`config.mk`:
```
export PLATFORM = sky130hd
export DESIGN_NAME = seven_segment_scanner
export DESIGN_NICKNAME = d
export VERILOG_FILES = /design/src/rtl/seven_segment_scanner.sv
export SDC_FILE = /design/constraint.sdc
export NUM_CORES = 1
export LEC_CHECK = 0
export ABC_AREA = 1
export CAP_MARGIN = 0
export CORE_ASPECT_RATIO = 1.5
export CORE_MARGIN = 1
export CORE_UTILIZATION = 30
export DETAILED_ROUTE_END_ITERATION = 7
export SYNTH_ARGS = -nofsm -noshare
export SYNTH_HDL_FRONTEND = slang
export SYNTH_SLANG_ARGS = --single-unit
```
`constraint.sdc`:
```
create_clock -name Clock -period 2.4 [get_ports Clock]
set_clock_uncertainty 0.15 [all_clocks]
set_input_delay 0.36 -clock Clock [delete_from_list [all_inputs] [get_ports Clock]]
set_output_delay 0.36 -clock Clock [all_outputs]
set_load 0.005 [all_outputs]
```
`src/rtl/seven_segment_scanner.sv`:
```
// Multiplexed seven-segment driver: scans DIGITS hex digits, one per REFRESH_DIV clocks,
// with double-buffered value updates at frame boundaries, blanking and leading-zero suppression.
module seven_segment_scanner #(
    parameter int DIGITS      = 4,
    parameter int REFRESH_DIV = 50000,
    parameter bit ACTIVE_LOW  = 1'b0
) (
    input  logic                  Clock,
    input  logic                  ResetN,
    input  logic [4*DIGITS-1:0]   Value,
    input  logic                  Load,
    input  logic                  Enable,
    input  logic [DIGITS-1:0]     DigitBlank,
    input  logic                  ZeroSuppress,
    output logic [6:0]            Segments,
    output logic [DIGITS-1:0]     DigitSel,
    output logic                  FrameDone
);

    localparam int PW = (REFRESH_DIV > 1) ? $clog2(REFRESH_DIV) : 1;
    localparam int IW = (DIGITS > 1) ? $clog2(DIGITS) : 1;
    localparam logic [PW-1:0] LAST_PRE = PW'(REFRESH_DIV - 1);
    localparam logic [IW-1:0] LAST_IDX = IW'(DIGITS - 1);

    logic [PW-1:0]         r_prescaler;
    logic [IW-1:0]         r_index;
    logic [4*DIGITS-1:0]   r_pending;
    logic                  r_pendingValid;
    logic [4*DIGITS-1:0]   r_shown;
    logic [6:0]            r_segments;
    logic [DIGITS-1:0]     r_digitSel;
    logic                  r_frameDone;

    logic                  w_tick;
    logic                  w_wrap;
    logic [PW-1:0]         w_prescalerNext;
    logic [IW-1:0]         w_indexNext;
    logic [4*DIGITS-1:0]   w_shownNext;
    logic [3:0]            w_nibble;
    logic                  w_upperZero;
    logic                  w_suppress;
    logic                  w_blank;
    logic [DIGITS-1:0]     w_selNext;
    logic [6:0]            w_segActive;
    logic [DIGITS-1:0]     w_selActive;

    function automatic logic [6:0] decodeNibble(input logic [3:0] nib);
        case (nib)
            4'h0: decodeNibble = 7'h3F;
            4'h1: decodeNibble = 7'h06;
            4'h2: decodeNibble = 7'h5B;
            4'h3: decodeNibble = 7'h4F;
            4'h4: decodeNibble = 7'h66;
            4'h5: decodeNibble = 7'h6D;
            4'h6: decodeNibble = 7'h7D;
            4'h7: decodeNibble = 7'h07;
            4'h8: decodeNibble = 7'h7F;
            4'h9: decodeNibble = 7'h6F;
            4'hA: decodeNibble = 7'h77;
            4'hB: decodeNibble = 7'h7C;
            4'hC: decodeNibble = 7'h39;
            4'hD: decodeNibble = 7'h5E;
            4'hE: decodeNibble = 7'h79;
            default: decodeNibble = 7'h71;
        endcase
    endfunction

    // Outputs are built from the post-edge index and shown value so they move with the index.
    always_comb begin
        w_tick          = (r_prescaler == LAST_PRE);
        w_wrap          = w_tick && (r_index == LAST_IDX);
        w_prescalerNext = w_tick ? '0 : r_prescaler + PW'(1);
        w_indexNext     = r_index;
        if (w_tick) begin
            w_indexNext = w_wrap ? '0 : r_index + IW'(1);
        end

        w_shownNext = r_shown;
        if (w_wrap) begin
            if (Load) begin
                w_shownNext = Value;
            end else if (r_pendingValid) begin
                w_shownNext = r_pending;
            end
        end

        w_nibble    = 4'h0;
        w_upperZero = 1'b1;
        w_suppress  = 1'b0;
        w_blank     = 1'b0;
        w_selNext   = '0;
        for (int k = DIGITS - 1; k >= 0; k--) begin
            w_upperZero  = w_upperZero && (w_shownNext[4*k +: 4] == 4'h0);
            w_selNext[k] = (w_indexNext == IW'(k));
            if (w_indexNext == IW'(k)) begin
                w_nibble   = w_shownNext[4*k +: 4];
                w_suppress = w_upperZero && (k != 0);
                w_blank    = DigitBlank[k];
            end
        end

        w_segActive = (!Enable || w_blank || (ZeroSuppress && w_suppress)) ? 7'h00
                                                                            : decodeNibble(w_nibble);
        w_selActive = Enable ? w_selNext : '0;
    end

    always_ff @(posedge Clock or negedge ResetN) begin
        if (!ResetN) begin
            r_prescaler    <= '0;
            r_index        <= '0;
            r_pending      <= '0;
            r_pendingValid <= 1'b0;
            r_shown        <= '0;
            r_segments     <= {7{ACTIVE_LOW}};
            r_digitSel     <= {DIGITS{ACTIVE_LOW}};
            r_frameDone    <= 1'b0;
        end else begin
            r_prescaler <= w_prescalerNext;
            r_index     <= w_indexNext;
            r_shown     <= w_shownNext;
            if (Load) begin
                r_pending <= Value;
            end
            // A wrap always consumes or discards the pending flag, even with a coincident Load.
            if (w_wrap) begin
                r_pendingValid <= 1'b0;
            end else if (Load) begin
                r_pendingValid <= 1'b1;
            end
            r_segments  <= w_segActive ^ {7{ACTIVE_LOW}};
            r_digitSel  <= w_selActive ^ {DIGITS{ACTIVE_LOW}};
            r_frameDone <= w_wrap;
        end
    end

    assign Segments  = r_segments;
    assign DigitSel  = r_digitSel;
    assign FrameDone = r_frameDone;

endmodule
```
==> metrics.md <==
| Metric | Value |
|---|---|
| Final Total Pwr | `about 2.6 mW` |
| PnR worst setup slack | `-0.0314 ns` |
| Top cell type's share of synthesized area | `0.431` |
| CTS tree | `done` |
| Pwr/cell area | `~500 nW/µm²` |
| Post-route cell area | `about 5400 µm²` |
| Req. time, crit path | `2.51 ns` |
| DRT iter0 DRCs | `approximately 130` |
| Number of global-route vias before repair | `around 3300` |
| Final worst path period need | `2.43 ns` |
| Setup violators final | `3` |
| Worst vdd ir | `330 µV` |
| Leak pwr | `approximately 2.6 nW` |
| Max-Cap Viols | `0` |
| Largest net degree at the start of global routing | `64` |
| Synth area leader | `dfrtp_1` |
| Die area | `about 13000 µm²` |
| Row Count | `between 40 and 50` |
| Drt first pass iters | `4` |
| Post-DP HPWL | `roughly 7000 µm` |
| # diodes | `0` |
| Gr ovfl total | `0` |
| Area contributors post-synth | `dfrtp_1, nand2_1, inv_1` |
| Mapped Nets | `517` |
| Layout area overhead | `47.0%` |
| Clock-pin slew on the worst setup and hold paths | `0.05 ns` |
| Post-route insts no fill | `approximately 750` |
| Max Freq | `0.411 GHz` |
| CP Data Arrival Time | `about 2.5 ns` |
| Routability congestion estimate from global placement | `between 0.9 and 1` |
| Failing checks | `negative setup slack` |
| Num CTS Buffers | `9` |
| Final Hold Vio Count | `0` |
| H-tree depth | `3` |
| Startpoint type of the worst setup path | `flip-flop` |
| Share of layout cells above drive strength 1 | `0.324` |
| Number of enable flip-flop cells after synthesis | `0` |
| Synth cell types | `37` |
| Outcome | `finished, violations left` |
| Slew margin rel. | `0.766` |
| Period utilisation layout | `1.01` |
| Critical Path Sink Type | `flip-flop` |
| Vias | `3495` |
| Post-route ant nets | `0` |
| Most frequent cells in the layout | `nand2_1, dfrtp_1, buf_4, inv_1, clkdlybuf4s50_1` |
| Initial Utilization | `0.306` |
| IO buf count | `36` |
| # DRC | `0` |
| Post-DP Area | `4570 µm²` |
| Wirelength, routed | `just over 10000 µm` |
| Slew @ Worst Pin | `0.352 ns` |
| Core outline area | `about 12000 µm²` |
| I/O Pins | `37` |
| Kind of critical path | `flip-flop to flip-flop` |
| RSZ-0062 raised after global routing | `true` |
| CP max FO | `8` |
| Most common cell after layout, fill and taps aside | `nand2_1` |
| Top FF cell, synth | `dfrtp_1` |
| Global-route wire length before repair | `~16000 µm` |
| Clk buf depth | `2` |
| Initial antenna violation count | `0` |
| Final nets | `between 600 and 700` |
| Slew Limit Fails | `0` |
| Clock tree sinks | `63` |
| Register area share after synthesis | `0.431` |
| Synth Register Bits | `between 60 and 70` |
| YS warnings | `0` |
| Chip Height | `around 140 µm` |
| Mean Syn Cell Area | `about 7.6 µm²` |
| Synth async-reset ratio | `1.00` |
| Hold slack | `approximately 0.32 ns` |
| Clk_lat worst skew | `0.33 ns` |
| HP Class | `flip-flop to flip-flop` |
| Chip Width | `92.2 µm` |
| Total GRT Usage | `0.161` |
| Final TNS setup | `-0.0576 ns` |
| Vias per std cell | `between 4 and 5` |
| Cells after Synth | `between 400 and 500` |
| Placed Cells | `713` |
| Mapped cell area | `3660 µm²` |
| Root buffer cell | `clkbuf_16` |
| Routed len/inst | `roughly 14 µm` |
## power breakdown
part	switching, mW	internal (mW)	total, mW
registers	0.0143	1.09	1.10
clock network	0.458	0.885	1.34
logic	0.0945	0.0859	0.180
## registers in the layout, summed over array words and instances, names as in the netlist
| signal | count |
|---|---|
| r_prescaler | 16 |
| FrameDone | 1 |
| Segments | 7 |
| r_shown | 16 |
| DigitSel | 4 |
| r_pending | 16 |
| r_index | 2 |
| r_pendingValid | 1 |
## area by class of cell
| cell class | instances | area [µm²] |
|---|---|---|
| Multi-Input combinational cell | 358 | 2160 |
| Timing Repair Buffer | 104 | 935 |
| Clock buffer | 13 | 270 |
| Clock inverter | 3 | 40.0 |
| Tap cell | 153 | 191 |
| Sequential cell | 63 | 1580 |
| Inverter | 52 | 209 |
| Fill cell | 1138 | 6580 |
## critical path: stages, from the launching register on
cell and delay, ns:
dfrtp_1 0.39, ha_4 0.18, nand3_4 0.11, nor2_4 0.13
nand3_4 0.12, buf_12 0.17, nand2_1 0.06, o21ai_2 0.07
nand2_1 0.07, nand3_2 0.09, nor2_4 0.18, inv_4 0.07
buf_4 0.13, ha_2 0.16, nand2_1 0.06, nand3_1 0.09
a21oi_2 0.12
## logic make-up after synthesis
family	count (synthesis)	synth area share
and+or+nand+nor	298	0.379
buffers and inverters	64	0.0728
DFF	63	0.431
AOI/OAI and AO/OA	48	0.0827
adders and majority gates	8	0.0274
xor gates and xnor gates	3	0.00718
## routing by layer
layer | up-vias | share of wire | global-route usage
met5 | - | 0 | 0
met2 | 78 | 0.54 | 0.285
met4 | 0 | 0.041 | 0.102
met3 | 26 | 0.033 | 0.0326
met1 | 1667 | 0.38 | 0.176
li1 | 1724 | - | -
## path summary, 6_finish.rpt
kind | from | to | slack [ns] | depth (start not counted)
worst max-delay path | r_prescaler[0] | Segments[5] | -0.03 | 16
worst min-delay path | r_pending[5] | r_pending[5] | 0.32 | 2
worst max register to register | r_prescaler[0] | Segments[5] | -0.03 | 16
worst min register to register | r_pending[5] | r_pending[5] | 0.32 | 2
max in group asynchronous | ResetN | r_prescaler[13] | 1.38 | 3
min in group asynchronous | ResetN | r_pending[11] | 0.42 | 3
## what timing repair did
item	CTS	global route
endpoints found under the setup margin	7	9
endpoints found under the hold margin	63	0
hold buffers	1	0
setup buffers	4	10
gates resized for setup	19	65
pin swaps	10	34
gates cloned	0	2
## synthesized netlist by cell type (2+ instances only)
cell type and n:
nand2_1 180, dfrtp_1 63, inv_1 44, nor2_1 42, nand3_1 27, o21ai_0 17
nand2_2 16, a21oi_1 14, ha_1 8, inv_2 8, o21ai_2 7, clkbuf_1 5
nand2_4 5, nand3_2 5, nor2_2 5, nor2_4 5, nor3_1 3, xor2_1 3
a21boi_0 2, a31oi_1 2, buf_2 2, buf_4 2, buf_6 2, nor3b_1 2
nor4_1 2, o21a_1 2
## per-stage QoR
step | setup WS, ns | utilization
after CTS | 0.00466 | 0.418
after floorplan | 0.00241 | -
final | -0.0314 | 0.450
after global routing | -0.189 | 0.450
after detailed placement | -0.248 | 0.382
after global placement | -0.216 | 0.382
(Power assumes the default switching activity.)
